File: src/rtl/uart_rx_deserializer.sv
// uart_rx_deserializer: UART receive path with x-PRESCALE oversampling,
// 2-of-3 majority vote at bit centre, start/data/parity/stop frame FSM.
// Ports: CLK, RST (async active-low), RX_IN (idle high, pre-synchronized),
//   PAR_EN / PAR_TYP (0 even, 1 odd), PRESCALE (8/16/32 clocks per bit),
//   P_DATA (held between frames), DATA_VALID / PAR_ERR / STP_ERR pulses.
// Optional: UART_RX_BREAK_DETECT_EN adds BREAK_DET for all-zero frames.
module uart_rx_deserializer #(
   parameter int WIDTH_DATA = 8,
   parameter int PRESCALE_W = 6
) (
   input  logic                  CLK,
   input  logic                  RST,
   input  logic                  RX_IN,
   input  logic                  PAR_EN,
   input  logic                  PAR_TYP,
   input  logic [PRESCALE_W-1:0] PRESCALE,
   output logic [WIDTH_DATA-1:0] P_DATA,
   output logic                  DATA_VALID,
   output logic                  PAR_ERR,
`ifdef UART_RX_BREAK_DETECT_EN
   output logic                  BREAK_DET,
`endif
   output logic                  STP_ERR
);

   localparam int BIT_W = (WIDTH_DATA > 1) ? $clog2(WIDTH_DATA) : 1;
   localparam logic [BIT_W-1:0] LAST_BIT = BIT_W'(WIDTH_DATA - 1);
   localparam logic [PRESCALE_W-1:0] ONE = PRESCALE_W'(1);

   typedef enum logic [2:0] {
      S_IDLE,
      S_START,
      S_DATA,
      S_PARITY,
      S_STOP
   } state_t;

   state_t r_state;
   state_t w_next;

   // frame configuration, frozen when the start bit is accepted
   logic [PRESCALE_W-1:0] r_ps;
   logic                  r_par_en;
   logic                  r_par_typ;

   logic [PRESCALE_W-1:0] r_edge;
   logic [BIT_W-1:0]      r_bit;
   logic [2:0]            r_smp;
   logic [WIDTH_DATA-1:0] r_shift;
   logic                  r_par_bad;

   logic [WIDTH_DATA-1:0] r_p_data;
   logic                  r_dv;
   logic                  r_pe;
   logic                  r_se;

   logic [PRESCALE_W-1:0] w_half;
   logic [PRESCALE_W-1:0] w_s0;
   logic [PRESCALE_W-1:0] w_s2;
   logic [PRESCALE_W-1:0] w_last;
   logic                  w_eob;
   logic                  w_vote;
   logic                  w_last_bit;
   logic                  w_par_exp;
   logic                  w_stop_bad;
   logic                  w_se;
   logic                  w_idle_ok;

   logic                  w_start;
   logic                  w_shift;
   logic                  w_par_chk;
   logic                  w_fin;

`ifdef UART_RX_BREAK_DETECT_EN
   logic                  r_all_zero;
   logic                  r_brk_wait;
   logic                  r_brk;
   logic                  w_brk;
`endif

   assign w_half = r_ps >> 1;
   assign w_s0   = w_half - ONE;
   assign w_s2   = w_half + ONE;
   assign w_last = r_ps - ONE;

   assign w_eob = (r_state != S_IDLE) && (r_edge == w_last);

   assign w_vote = (r_smp[0] & r_smp[1]) |
                   (r_smp[0] & r_smp[2]) |
                   (r_smp[1] & r_smp[2]);

   assign w_last_bit = (r_bit == LAST_BIT);

   // r_shift holds the complete data word while in PARITY
   assign w_par_exp  = (^r_shift) ^ r_par_typ;
   assign w_stop_bad = ~w_vote;

`ifdef UART_RX_BREAK_DETECT_EN
   // a break is reported instead of a stop error
   assign w_brk     = w_stop_bad & r_all_zero;
   assign w_se      = w_stop_bad & ~w_brk;
   assign w_idle_ok = ~r_brk_wait;
`else
   assign w_se      = w_stop_bad;
   assign w_idle_ok = 1'b1;
`endif

   always_ff @(posedge CLK or negedge RST) begin
      if (!RST) begin
         r_state <= S_IDLE;
      end else begin
         r_state <= w_next;
      end
   end

   // The frame-end cycle is spent in IDLE, so a low RX_IN there
   // is counted as edge 0 of the next start bit.
   always_comb begin
      w_next    = r_state;
      w_start   = 1'b0;
      w_shift   = 1'b0;
      w_par_chk = 1'b0;
      w_fin     = 1'b0;
      unique case (r_state)
         S_IDLE: begin
            if (!RX_IN && w_idle_ok) begin
               w_next  = S_START;
               w_start = 1'b1;
            end
         end
         S_START: begin
            if (w_eob) begin
               w_next = w_vote ? S_IDLE : S_DATA;
            end
         end
         S_DATA: begin
            if (w_eob) begin
               w_shift = 1'b1;
               if (w_last_bit) begin
                  w_next = r_par_en ? S_PARITY : S_STOP;
               end
            end
         end
         S_PARITY: begin
            if (w_eob) begin
               w_par_chk = 1'b1;
               w_next    = S_STOP;
            end
         end
         S_STOP: begin
            if (w_eob) begin
               w_fin  = 1'b1;
               w_next = S_IDLE;
            end
         end
         default: begin
            w_next = S_IDLE;
         end
      endcase
   end

   // edge counter, bit counter and frame configuration
   always_ff @(posedge CLK or negedge RST) begin
      if (!RST) begin
         r_ps      <= '0;
         r_par_en  <= 1'b0;
         r_par_typ <= 1'b0;
         r_edge    <= '0;
         r_bit     <= '0;
      end else if (w_start) begin
         r_ps      <= PRESCALE;
         r_par_en  <= PAR_EN;
         r_par_typ <= PAR_TYP;
         // the accepting cycle was edge 0
         r_edge    <= ONE;
         r_bit     <= '0;
      end else if (r_state != S_IDLE) begin
         r_edge <= w_eob ? '0 : r_edge + ONE;
         if (w_shift) begin
            r_bit <= r_bit + 1'b1;
         end
      end
   end

   // three samples around the bit centre
   always_ff @(posedge CLK or negedge RST) begin
      if (!RST) begin
         r_smp <= '0;
      end else if (r_state != S_IDLE) begin
         if (r_edge == w_s0) begin
            r_smp[0] <= RX_IN;
         end
         if (r_edge == w_half) begin
            r_smp[1] <= RX_IN;
         end
         if (r_edge == w_s2) begin
            r_smp[2] <= RX_IN;
         end
      end
   end

   // LSB arrives first, so shift in from the top
   always_ff @(posedge CLK or negedge RST) begin
      if (!RST) begin
         r_shift <= '0;
      end else if (w_shift) begin
         r_shift <= {w_vote, r_shift[WIDTH_DATA-1:1]};
      end
   end

   always_ff @(posedge CLK or negedge RST) begin
      if (!RST) begin
         r_par_bad <= 1'b0;
      end else if (w_start) begin
         r_par_bad <= 1'b0;
      end else if (w_par_chk && (w_vote != w_par_exp)) begin
         r_par_bad <= 1'b1;
      end
   end

   always_ff @(posedge CLK or negedge RST) begin
      if (!RST) begin
         r_p_data <= '0;
         r_dv     <= 1'b0;
         r_pe     <= 1'b0;
         r_se     <= 1'b0;
      end else begin
         r_dv <= 1'b0;
         r_pe <= 1'b0;
         r_se <= 1'b0;
         if (w_fin) begin
            r_pe <= r_par_bad;
            r_se <= w_se;
            if (!r_par_bad && !w_stop_bad) begin
               r_dv     <= 1'b1;
               r_p_data <= r_shift;
            end
         end
      end
   end

`ifdef UART_RX_BREAK_DETECT_EN
   always_ff @(posedge CLK or negedge RST) begin
      if (!RST) begin
         r_all_zero <= 1'b0;
         r_brk_wait <= 1'b0;
         r_brk      <= 1'b0;
      end else begin
         r_brk <= 1'b0;
         if (w_start) begin
            r_all_zero <= 1'b1;
         end else if ((w_shift || w_par_chk) && w_vote) begin
            r_all_zero <= 1'b0;
         end
         if (w_fin) begin
            r_brk      <= w_brk;
            r_brk_wait <= w_brk;
         end else if ((r_state == S_IDLE) && RX_IN) begin
            r_brk_wait <= 1'b0;
         end
      end
   end

   assign BREAK_DET = r_brk;
`endif

   assign P_DATA     = r_p_data;
   assign DATA_VALID = r_dv;
   assign PAR_ERR    = r_pe;
   assign STP_ERR    = r_se;

endmodule

File: config.mk
export PLATFORM = sky130hd
export DESIGN_NAME = uart_rx_deserializer
export DESIGN_NICKNAME = d
export VERILOG_FILES = /design/src/rtl/uart_rx_deserializer.sv
export SDC_FILE = /design/constraint.sdc
export NUM_CORES = 1
export LEC_CHECK = 0
export BUFFER_PORTS_ARGS = -buffer_cell sky130_fd_sc_hd__buf_2
export CAP_MARGIN = 25
export CORE_ASPECT_RATIO = 0.8
export CORE_MARGIN = 3
export CORE_UTILIZATION = 50
export CTS_BUF_LIST = sky130_fd_sc_hd__clkbuf_8
export DETAILED_ROUTE_END_ITERATION = 12
export GPL_ROUTABILITY_DRIVEN = 1
export PLACE_DENSITY = 0.76
export SETUP_SLACK_MARGIN = 0.4
export SYNTH_ARGS = -nofsm -noshare
export SYNTH_HDL_FRONTEND = slang
export SYNTH_SLANG_ARGS = --single-unit
File: constraint.sdc
create_clock -name CLK -period 3.3 [get_ports CLK]
set_clock_uncertainty 0.1 [all_clocks]
set_input_delay 0.99 -clock CLK [delete_from_list [all_inputs] [get_ports CLK]]
set_output_delay 0.99 -clock CLK [all_outputs]
set_load 0.05 [all_outputs]
==> impl_results.md, run 1 <==
- Power share of the clock group: 19.0%
- Tot Pwr: 2.22 mW
- Final setup vio count: 0
- Finished Layout Cells: 317
- Hold Path Class: register to register
- XOR/XNOR share of the synthesized area: ~10%
- Prevailing post-synth register cell: dfrtp_1
- Post-synth EDFFs: 0
- Sink Count: 43
- Inserted Clock Buffers: 5
- First-pass GRT wire length: 7.30 mm
- Setup_tns: 0 ns
- Largest net degree at the start of global routing: 44
- Most common library cell in the layout ignoring fill and taps: dfrtp_1
- DP Wirelength: 3.26 mm
- Slowest CP cell: dfrtp_1
- Crit Path Category: register to register
- Area share of and/or/nand/nor cells after synthesis: 17.6%
- Share of layout cells above drive strength 1: 23.3%
- Tmin final: 2.69 ns
- H-Tree Level Count: 2
- Vias: between 1500 and 2000
- Critical path origin: r_ps[2]$_DFFE_PN0P_
- Post-route design area: 2670 um2
- Clock Root Buffer: clkbuf_8
- Yosys cell types: 50
- Initial Util: 52.4%
- Drt initial violations: 80
- DP Cell Count: ~310
- Vias in the first global route: ~1500
- Setup slack after placement: 0.580 ns
- Synth Instances: 241
- Hold wc startpoint: r_bit[0]$_DFFE_PN0P_
- Area growth syn-to-layout: 9.38%
- I/O Buffers: 21
- Gate power share: a little over two fifths
- Worst Path Required: 3.40 ns
- Site Rows: 22
- Syn_area_per_cell: 10.1 um2
- Leakage power: 1.22 nW
- CP Capture Type: register
- Final worst-path setup slack: around 0.6 ns
- WHS: 0.400 ns
- Slowest stage delay, CP: roughly 0.54 ns
- Flop pwr share: 38.2%
- CP Cell Sequence: inv_1 -> ha_1 -> a21boi_2 -> a21oi_1 -> o211ai_2 -> nor4_2 -> buf_4 -> mux2_2
- Slew Limit Fails: 0
- DRT antenna net count: 0
- Sw Ratio: 41.9%
- Post-CTS setup buffers: 0
- Commonest non-fill, non-tap cells in the layout: dfrtp_1, nand2_1, buf_2, mux2_2, xnor2_1
- Cell area after synthesis: 2440 um2
- Worst Path Buf+Inv: 2
- Clock slew at reported path FFs: 0.09 ns
- Nets@finish: ~270
- Die Width: 84.1 um
- Gr ovfl total: 0
- Largest family of logic cells by synthesized area: simple AND/OR/NAND/NOR gates
- Reg area: 1080 um2
- All-Layer GR Usage: 16.5%
- Gp weighted congestion: 0.937
- Multi-input logic area: 1250 um2
- Syn Nets: 259
- Fin crit share: 81.6%
- TritonRoute pass-1 iters: 5
- Core Area: 4650 um2
- RR Startpoint: r_ps[2]$_DFFE_PN0P_
- Asr flop ratio synth: between 90% and 100%
- Arrival @ worst endpoint: 2.79 ns
- Setup crit start kind: register
- Worst-skew pair later-pin latency: roughly 0.31 ns
- Placed Area: 2550 um2
- Filler Cells Inserted: 389
- Adder-cell share of the synthesized area: 4.00%
- Least-Margin Pin Slew: 0.909 ns
- Crit-path max FO: 12
- Initial antenna violation count: 0
- Seq/Total Area, Yosys: 44.1%
- Die Y-Extent: 68.5 um
- Vias per cell: 5.55
- Layout Utilization: 57.4%
- Crit-path leading delay family: compound AO/OA/AOI/OAI gates
- # diodes: 0
- RSZ-0062 raised after global routing: false
- IO Count: 22
- Sw Pwr: 0.931 mW
- MaxCap Viol Count: 0
- Wirelength per Cell: approximately 14 um
- Die area: 5760 um2
- Internal Power: 1.29 mW
- Max Freq: 371 MHz
- Mux share of post-synthesis cell area: 10.0%
- Run status: completed
- Slew margin rel.: 39.4%
- Syn. warnings: 0
- Power Dens Cells: between 800 and 900 nW/um2
- Post-synthesis compound-gate area fraction: 9.44%
- Worst VDD drop: 565 uV
- CTS Buffer Depth: 2
- Hold Violations, Final: 0
- DR DRC count: 0
- CTS tree: done
- Final WL: 4.51 mm
- Yosys reg bits: 43
-- cells in the mapped netlist, drive strengths merged (2+ instances only) --
cell type,number,area (um2)
buf,10,63.8
mux2i,3,30.0
xnor2,16,148
inv,9,33.8
and3,2,12.5
nor3,11,76.3
ha,7,87.6
nand2b,2,12.5
or4,2,15.0
o22ai,2,12.5
nor4,5,37.5
o21ai,12,60.1
or2,3,18.8
xor2,11,96.3
dfrtp,43,1080
nand2,33,124
clkbuf,5,21.3
nand3,8,40.0
nor2,6,22.5
nor2b,2,12.5
nand4,2,12.5
o211ai,7,57.6
a21oi,5,25.0
mux2,19,214
a21boi,2,15.0
-- final cells by class --
cell class,count,area share [%]
clock buffers,5,2.58
clock inverters,3,1.73
inverters,9,1.27
multi-input cells,174,46.8
flip-flops and latches,43,40.3
well taps,60,2.81
repair buffers,23,4.50
-- power by group through the flow --
stage	registers, mW	clock network [mW]	logic, mW
final	0.847	0.423	0.950
after global routing	0.871	0.456	1.06
after CTS	0.842	0.434	0.942
after detailed placement	0.853	0	0.934
after global placement	0.847	0	0.916
after floorplan	0.729	0	0.895
-- kinds of logic after synthesis --
kind of cell,Yosys count
and+or+nand+nor,82
buffers and inverters,24
DFF,43
adders and majority gates,8
muxes,22
AOI/OAI and AO/OA,35
xor gates and xnor gates,27
-- worst paths after layout --
path                                     endpoint  slack (ns)  cells after the start
hold / removal               r_bit[0]$_DFFE_PN0P_        0.40                      1
max in group asynchronous     r_ps[1]$_DFFE_PN0P_        1.83                      1
setup / recovery           r_shift[1]$_DFFE_PN0P_        0.61                      8
hold reg to reg              r_bit[0]$_DFFE_PN0P_        0.40                      1
setup reg to reg           r_shift[1]$_DFFE_PN0P_        0.61                      8
min in group asynchronous   P_DATA[0]$_DFFE_PN0P_        0.71                      1
-- sequential cells by signal (all words and copies together), names as in the netlist, 3 cells and up --
register and cells:
P_DATA 8, r_shift 8, r_edge 6, r_ps 6
r_bit 3, r_smp 3, r_state 3
-- metal layers --
layer  wire length, um  track usage, %  part of all wire (%)  up-vias
met4                74            6.22                   1.6        0
met2              1950            22.4                    43       33
met3               222            5.42                   4.9        5
li1                  -               -                     -      869
met5                 0               0                     0        -
met1              2270            24.3                    50      853
-- repair_timing --
item | in CTS | in global routing
resized for setup | 0 | 1
endpoints found under the setup margin | 0 | 17
hold buffers | 0 | 0
No activity file was read; power rests on OpenSTA's default activity.
==> inputs of run 2 (changes only) <==
--- a/config.mk
+++ b/config.mk
@@ -5,6 +5,7 @@
 export SDC_FILE = /design/constraint.sdc
 export NUM_CORES = 1
 export LEC_CHECK = 0
+export ABC_AREA = 1
 export BUFFER_PORTS_ARGS = -buffer_cell sky130_fd_sc_hd__buf_2
 export CAP_MARGIN = 25
 export CORE_ASPECT_RATIO = 0.8
==> constraint.sdc (replaced) <==
create_clock -name CLK -period 2.6 [get_ports CLK]
set_clock_uncertainty 0.1 [all_clocks]
set_input_delay 0.78 -clock CLK [delete_from_list [all_inputs] [get_ports CLK]]
set_output_delay 0.78 -clock CLK [all_outputs]
set_load 0.05 [all_outputs]
==> impl_results.md, run 2 <==
- FF-to-FF End: r_shift[1]$_DFFE_PN0P_ (unchanged)
- Slowest stage delay, CP: 0.41 ns (was 0.54 ns)
- Share of layout cells above drive strength 1: 12.8% (was 23.3%)
- Final WL: 5.43 mm (was 4.51 mm)
- Syn Nets: 360 (was 259)
- Count leader, synth: nand2_1 (was dfrtp_1)
- Synth top area share: 42.5% (was 44.1%)
- Arrival @ worst endpoint: 2.12 ns (was 2.79 ns)
- Sw Pwr: 1.35 mW (was 0.931 mW)
- CP Cell Sequence: inv_1 -> ha_2 -> inv_1 -> nand2_1 -> nand2_1 -> nand3_1 -> nor2_2 -> nand3_4 -> nor2_8 -> inv_1 -> nand2_1 -> o21ai_0 (was inv_1 -> ha_1 -> a21boi_2 -> a21oi_1 -> o211ai_2 -> nor4_2 -> buf_4 -> mux2_2)
- Gr ovfl total: 0 (unchanged)
- Synth Instances: 342 (was 241)
- Area growth syn-to-layout: 12.5% (was 9.38%)
- Cell area after synthesis: 2530 um2 (was 2440 um2)
- Initial antenna violation count: 0 (unchanged)
- Power Dens Cells: 1010 nW/um2 (was 832 nW/um2)
- Commonest cells in the netlist: nand2_1, dfrtp_1, inv_1 (was dfrtp_1, nand2_1, mux2_2)
- Sw Ratio: 47.0% (was 41.9%)
- RSZ-0062 raised after global routing: true (was false)
- Hold Violations, Final: 0 (unchanged)
- DP Wirelength: 4.15 mm (was 3.26 mm)
- CP Capture Type: register (unchanged)
- Slowest CP cell: dfrtp_1 (unchanged)
- First-pass GRT wire length: 9.53 mm (was 7.30 mm)
- Die area: 5960 um2 (was 5760 um2)
- All-Layer GR Usage: 19.6% (was 16.5%)
- H-Tree Level Count: 2 (unchanged)
- CTS tree: done (unchanged)
- Seq/Total Area, Yosys: 42.5% (was 44.1%)
- Placed Area: 2710 um2 (was 2550 um2)
- Vias in the first global route: 2123 (was 1483)
- Post-route design area: 2850 um2 (was 2670 um2)
- IO Count: 22 (unchanged)
- Core Area: 4730 um2 (was 4650 um2)
- Vias per cell: 5.03 (was 5.55)
- Sink Count: 43 (unchanged)
- Gate power share: 50.9% (was 42.8%)
- Max Freq: 493 MHz (was 371 MHz)
- Die Width: 85.6 um (was 84.1 um)
- Tmin final: 2.03 ns (was 2.69 ns)
- Most common library cell in the layout ignoring fill and taps: nand2_1 (was dfrtp_1)
- Crit Path Category: register to register (unchanged)
- Die Y-Extent: 69.7 um (was 68.5 um)
- Slew margin rel.: 56.0% (was 39.4%)
- FF-to-FF path depth: 12 (was 8)
- Least-Margin Pin Slew: 0.658 ns (was 0.909 ns)
- Setup slack after placement: 0.425 ns (was 0.580 ns)
- Hold Path Class: input port to async pin (was register to register)
- Largest net degree at the start of global routing: 26 (was 44)
- RR Startpoint: r_ps[0]$_DFFE_PN0P_ (was r_ps[2]$_DFFE_PN0P_)
- Crit-path leading delay family: simple AND/OR/NAND/NOR gates (was compound AO/OA/AOI/OAI gates)
- DP Cell Count: 422 (was 309)
- Filler Cells Inserted: 438 (was 389)
- Site Rows: 22 (unchanged)
- Power share of the clock group: 14.7% (was 19.0%)
- Syn. warnings: 0 (unchanged)
- Worst Path Required: 2.69 ns (was 3.40 ns)
- Yosys cell types: 26 (was 50)
- Fin crit share: 78.0% (was 81.6%)
- Setup_tns: 0 ns (unchanged)
- I/O Buffers: 21 (unchanged)
- DRT antenna net count: 0 (unchanged)
- Final setup vio count: 0 (unchanged)
- Post-synth top area cell: dfrtp_1 (unchanged)
- Crit-path max FO: 18 (was 12)
- Top cells by area, synth: dfrtp_1, nand2_1, inv_1 (was dfrtp_1, mux2_2, xnor2_1)
- Final worst-path setup slack: 0.573 ns (was 0.606 ns)
- TritonRoute pass-1 iters: 4 (was 5)
- Leakage power: 1.58 nW (was 1.22 nW)
- Prevailing post-synth register cell: dfrtp_1 (unchanged)
- Slew Limit Fails: 0 (unchanged)
- Setup crit start kind: register (unchanged)
- Flop pwr share: 34.3% (was 38.2%)
- Drt initial violations: 185 (was 80)
- CTS Buffer Depth: 2 (unchanged)
- Gp weighted congestion: 0.967 (was 0.937)
- R2R setup slack: 0.57 ns (was 0.61 ns)
- MaxCap Viol Count: 0 (unchanged)
- Clock Root Buffer: clkbuf_8 (unchanged)
- # hold bufs at CTS: 0 (unchanged)
- Nets@finish: 392 (was 274)
- Levels on crit path: 12 (was 8)
- Yosys reg bits: 43 (unchanged)
- Vias: 2190 (was 1760)
- Clock slew at reported path FFs: 0.08 ns (was 0.09 ns)
- Commonest non-fill, non-tap cells in the layout: nand2_1, dfrtp_1, inv_1, nand3_1, o21ai_0 (was dfrtp_1, nand2_1, buf_2, mux2_2, xnor2_1)
- Worst-skew pair later-pin latency: 0.30 ns (was 0.31 ns)
- DR DRC count: 0 (unchanged)
- Syn_area_per_cell: 7.40 um2 (was 10.1 um2)
- Wirelength per Cell: 12.5 um (was 14.2 um)
- Worst VDD drop: 610 uV (was 565 uV)
- Post-synth EDFFs: 0 (unchanged)
- Worst Path Buf+Inv: 3 (was 2)
- Asr flop ratio synth: 100% (unchanged)
- Initial Util: 53.5% (was 52.4%)
- # diodes: 0 (unchanged)
- Inserted Clock Buffers: 5 (unchanged)
- Finished Layout Cells: 435 (was 317)
- Run status: completed (unchanged)
- Internal Power: 1.52 mW (was 1.29 mW)
run 2: metal layers:
layer  vias to the layer above  wire length, um  GRT usage, %
met1                      1005             2720          28.1
met5                         -                0             0
met4                         0               51          5.98
met3                         7              333          5.82
met2                        43             2330          28.4
li1                       1135                -             -
run 2: area by class of cell:
class	count	area, um2	share of cell area, %
Multi-Input combinational cell	251	1280	44.9
Sequential cell	43	1080	37.8
Timing Repair Buffer	29	169	5.93
Inverter	44	165	5.79
Tap cell	60	75.1	2.63
Clock buffer	5	68.8	2.41
Clock inverter	3	16.3	0.571
run 2: power groups by stage:
stage / Sequential, mW / Combinational, mW / Clock (mW)
global route: 1.00 / 1.70 / 0.456
global placement: 0.998 / 1.35 / 0
floorplan: 0.932 / 1.12 / 0
CTS: 0.989 / 1.39 / 0.433
detailed placement: 1.00 / 1.38 / 0
finish: 0.987 / 1.46 / 0.423
run 2: timing repair:
action,4_1_cts,5_1_grt
setup buffers,0,5
hold endpoints to repair,0,0
endpoints found under the setup margin,0,28
gates resized for setup,0,8
run 2: per-stage QoR:
stage | hold slack (ns) | power (mW) | utilization, %
after global routing | 0.356 | 3.16 | 60.2
after floorplan | 0.346 | 2.06 | -
after global placement | 0.355 | 2.34 | 57.2
after CTS | 0.345 | 2.81 | 59.0
after detailed placement | 0.358 | 2.38 | 57.2
final | 0.350 | 2.87 | 60.2
run 2: how the worst max path moves through the flow:
stage | startpoint | slack (ns) | end
2_1_floorplan | r_ps[2]$_DFFE_PN0P_ | 0.67 | P_DATA[0]$_DFFE_PN0P_
3_3_place_gp | r_ps[2]$_DFFE_PN0P_ | 0.53 | P_DATA[4]$_DFFE_PN0P_
3_5_place_dp | r_ps[2]$_DFFE_PN0P_ | 0.42 | P_DATA[4]$_DFFE_PN0P_
4_1_cts | r_ps[2]$_DFFE_PN0P_ | 0.41 | P_DATA[4]$_DFFE_PN0P_
5_1_grt | r_ps[0]$_DFFE_PN0P_ | 0.38 | r_bit[2]$_DFFE_PN0P_
6_report | r_ps[0]$_DFFE_PN0P_ | 0.57 | r_shift[1]$_DFFE_PN0P_
run 2: worst register-to-register path: stages, from the launching register on:
cell     delay (ns)
dfrtp_1        0.41
inv_1          0.10
ha_2           0.28
inv_1          0.05
nand2_1        0.04
nand2_1        0.06
nand3_1        0.10
nor2_2         0.14
nand3_4        0.17
nor2_8         0.24
inv_1          0.10
nand2_1        0.06
o21ai_0        0.07
run 2: logic make-up after synthesis:
logic type	after synthesis	synth area share, %
AND/OR/NAND/NOR	191	32.8
buffers and inverters	48	7.56
flip-flops	43	42.5
AO/OA/AOI/OAI	34	7.11
XOR/XNOR	19	6.57
adder cells (fa/ha/maj)	7	3.46
==> inputs of run 3 (changes only) <==
==> constraint.sdc (replaced) <==
create_clock -name CLK -period 2 [get_ports CLK]
set_clock_uncertainty 0.1 [all_clocks]
set_input_delay 0.6 -clock CLK [delete_from_list [all_inputs] [get_ports CLK]]
set_output_delay 0.6 -clock CLK [all_outputs]
set_load 0.05 [all_outputs]
==> impl_results.md, run 3 (synthesis gave the netlist of run 2 again) <==
- Commonest non-fill, non-tap cells in the layout: nand2_1, dfrtp_1, inv_1, buf_4, nand3_1 (was nand2_1, dfrtp_1, inv_1, nand3_1, o21ai_0)
- Setup slack after placement: 0.00732 ns (was 0.425 ns)
- Leakage power: 1.80 nW (was 1.58 nW)
- Initial antenna violation count: 0 (unchanged)
- Placed Area: 2810 um2 (was 2710 um2)
- Most common library cell in the layout ignoring fill and taps: nand2_1 (unchanged)
- Die Width: 85.6 um (unchanged)
- Max Freq: 493 MHz (about the same)
- Tot Pwr: 5.00 mW (was 2.87 mW)
- MaxCap Viol Count: 0 (unchanged)
- DP Wirelength: 4.25 mm (was 4.15 mm)
- Largest net degree at the start of global routing: 44 (was 26)
- Final setup vio count: 8 (was 0)
- Hold Path Class: input port to async pin (unchanged)
- Fin crit share: 101% (was 78.0%)
- Crit-path max FO: 6 (was 18)
- Nets@finish: 423 (was 392)
- Vias: 2489 (was 2190)
- Initial Util: 53.5% (unchanged)
- I/O Buffers: 21 (unchanged)
- Run status: complete, but fails checks (was completed)
- IO Count: 22 (unchanged)
- Inserted Clock Buffers: 5 (unchanged)
- R2R setup slack: -0.03 ns (was 0.57 ns)
- Vias in the first global route: 2318 (was 2123)
- Sink Count: 43 (unchanged)
- Die area: 5960 um2 (unchanged)
- TritonRoute pass-1 iters: 5 (was 4)
- Die Y-Extent: 69.7 um (unchanged)
- Final WL: 6.87 mm (was 5.43 mm)
- DRT antenna net count: 0 (unchanged)
- Core Area: 4730 um2 (unchanged)
- Worst VDD drop: 908 uV (was 610 uV)
- Least-Margin Pin Slew: 0.569 ns (was 0.658 ns)
- Crit Path Category: register to register (unchanged)
- Worst-skew pair later-pin latency: 0.30 ns (about the same)
- Site Rows: 22 (unchanged)
- Wirelength per Cell: 14.7 um (was 12.5 um)
- Setup crit start kind: register (unchanged)
- CTS Buffer Depth: 2 (unchanged)
- CP Capture Type: register (unchanged)
- Worst Path Required: 2.10 ns (was 2.69 ns)
- First-pass GRT wire length: 11.0 mm (was 9.53 mm)
- RSZ-0062 raised after global routing: true (unchanged)
- Setup_tns: -0.138 ns (was 0 ns)
- Gp weighted congestion: 0.983 (was 0.967)
- Slew Limit Fails: 0 (unchanged)
- Vias per cell: 5.34 (was 5.03)
- FF-to-FF path depth: 12 (unchanged)
- Gr ovfl total: 0 (unchanged)
- RR Startpoint: r_ps[1]$_DFFE_PN0P_ (was r_ps[0]$_DFFE_PN0P_)
- Power Dens Cells: 1430 nW/um2 (was 1010 nW/um2)
- All-Layer GR Usage: 23.1% (was 19.6%)
- Slew margin rel.: 62.0% (was 56.0%)
- Clock slew at reported path FFs: 0.09 ns (was 0.08 ns)
- H-Tree Level Count: 2 (unchanged)
- Failing checks: setup timing
- Area growth syn-to-layout: 38.3% (was 12.5%)
- # diodes: 0 (unchanged)
- DR DRC count: 0 (unchanged)
- Final worst-path setup slack: -0.0287 ns (was 0.573 ns)
- Tmin final: 2.03 ns (about the same)
- CTS tree: done (unchanged)
- FF-to-FF End: P_DATA[3]$_DFFE_PN0P_ (was r_shift[1]$_DFFE_PN0P_)
- Share of layout cells above drive strength 1: 33.0% (was 12.8%)
- Arrival @ worst endpoint: 2.13 ns (was 2.12 ns)
- Clock Root Buffer: clkbuf_8 (unchanged)
- Drt initial violations: 252 (was 185)
- # hold bufs at CTS: 0 (unchanged)
- Post-route design area: 3500 um2 (was 2850 um2)
- Hold Violations, Final: 0 (unchanged)
[run 3: what timing repair did]
action	CTS	global route
endpoints found under the setup margin	42	46
gates cloned	6	0
buffers inserted	6	16
pin swaps	13	29
gates resized for setup	31	68
[run 3: per-layer routing]
metal / vias up / global-route usage (%) / wire length (um)
met2: 99 / 33.6 / 3250
met5: - / 0 / 0
met4: 0 / 5.80 / 114
met1: 1155 / 34.4 / 3060
met3: 16 / 5.58 / 446
li1: 1219 / - / -
[run 3: final cells by class]
cell class,count,area [um2]
Clock inverter,3,43.8
Tap cell,60,75.1
Clock buffer,5,68.8
Inverter,44,170
Sequential cell,43,1080
Fill cell,313,1230
Timing Repair Buffer,54,463
Multi-Input combinational cell,257,1610
[run 3: worst max-delay path: stages, from the launching register on]
cell and delay [ns]:
dfrtp_1 0.42, inv_4 0.12, ha_4 0.15, inv_4 0.04
nor3_4 0.21, nand3_2 0.12, nand2_4 0.09, nand3_4 0.11
buf_12 0.16, nor2_8 0.18, nand2_4 0.10, nand2_1 0.08
nand2_1 0.05
[run 3: stage by stage]
stage / instances / utilization (%) / hold WS, ns
final: 466 / 74.0 / 0.154
after global routing: 466 / 74.0 / 0.168
after CTS: 450 / 66.0 / 0.169
after floorplan: 342 / - / 0.204
after global placement: 430 / 59.3 / 0.350
after detailed placement: 430 / 59.3 / 0.356
[run 3: power by group]
group | internal [mW] | switching [mW] | total (mW)
combinational | 1.29 | 1.75 | 3.04
clock | 0.372 | 0.315 | 0.687
sequential | 1.05 | 0.224 | 1.27
total | 2.71 | 2.29 | 5.00
[run 3: worst max-delay path by stage]
stage                     cells past startpoint                 from                      to
after detailed placement                     14  r_ps[0]$_DFFE_PN0P_  r_state[1]$_DFFE_PN0P_
final                                        12  r_ps[1]$_DFFE_PN0P_   P_DATA[3]$_DFFE_PN0P_
after CTS                                    12  r_ps[1]$_DFFE_PN0P_  r_shift[2]$_DFFE_PN0P_
after global placement                       12  r_ps[0]$_DFFE_PN0P_   P_DATA[1]$_DFFE_PN0P_
after global routing                         14  r_ps[1]$_DFFE_PN0P_    r_bit[0]$_DFFE_PN0P_
after floorplan                              11  r_ps[2]$_DFFE_PN0P_   P_DATA[0]$_DFFE_PN0P_
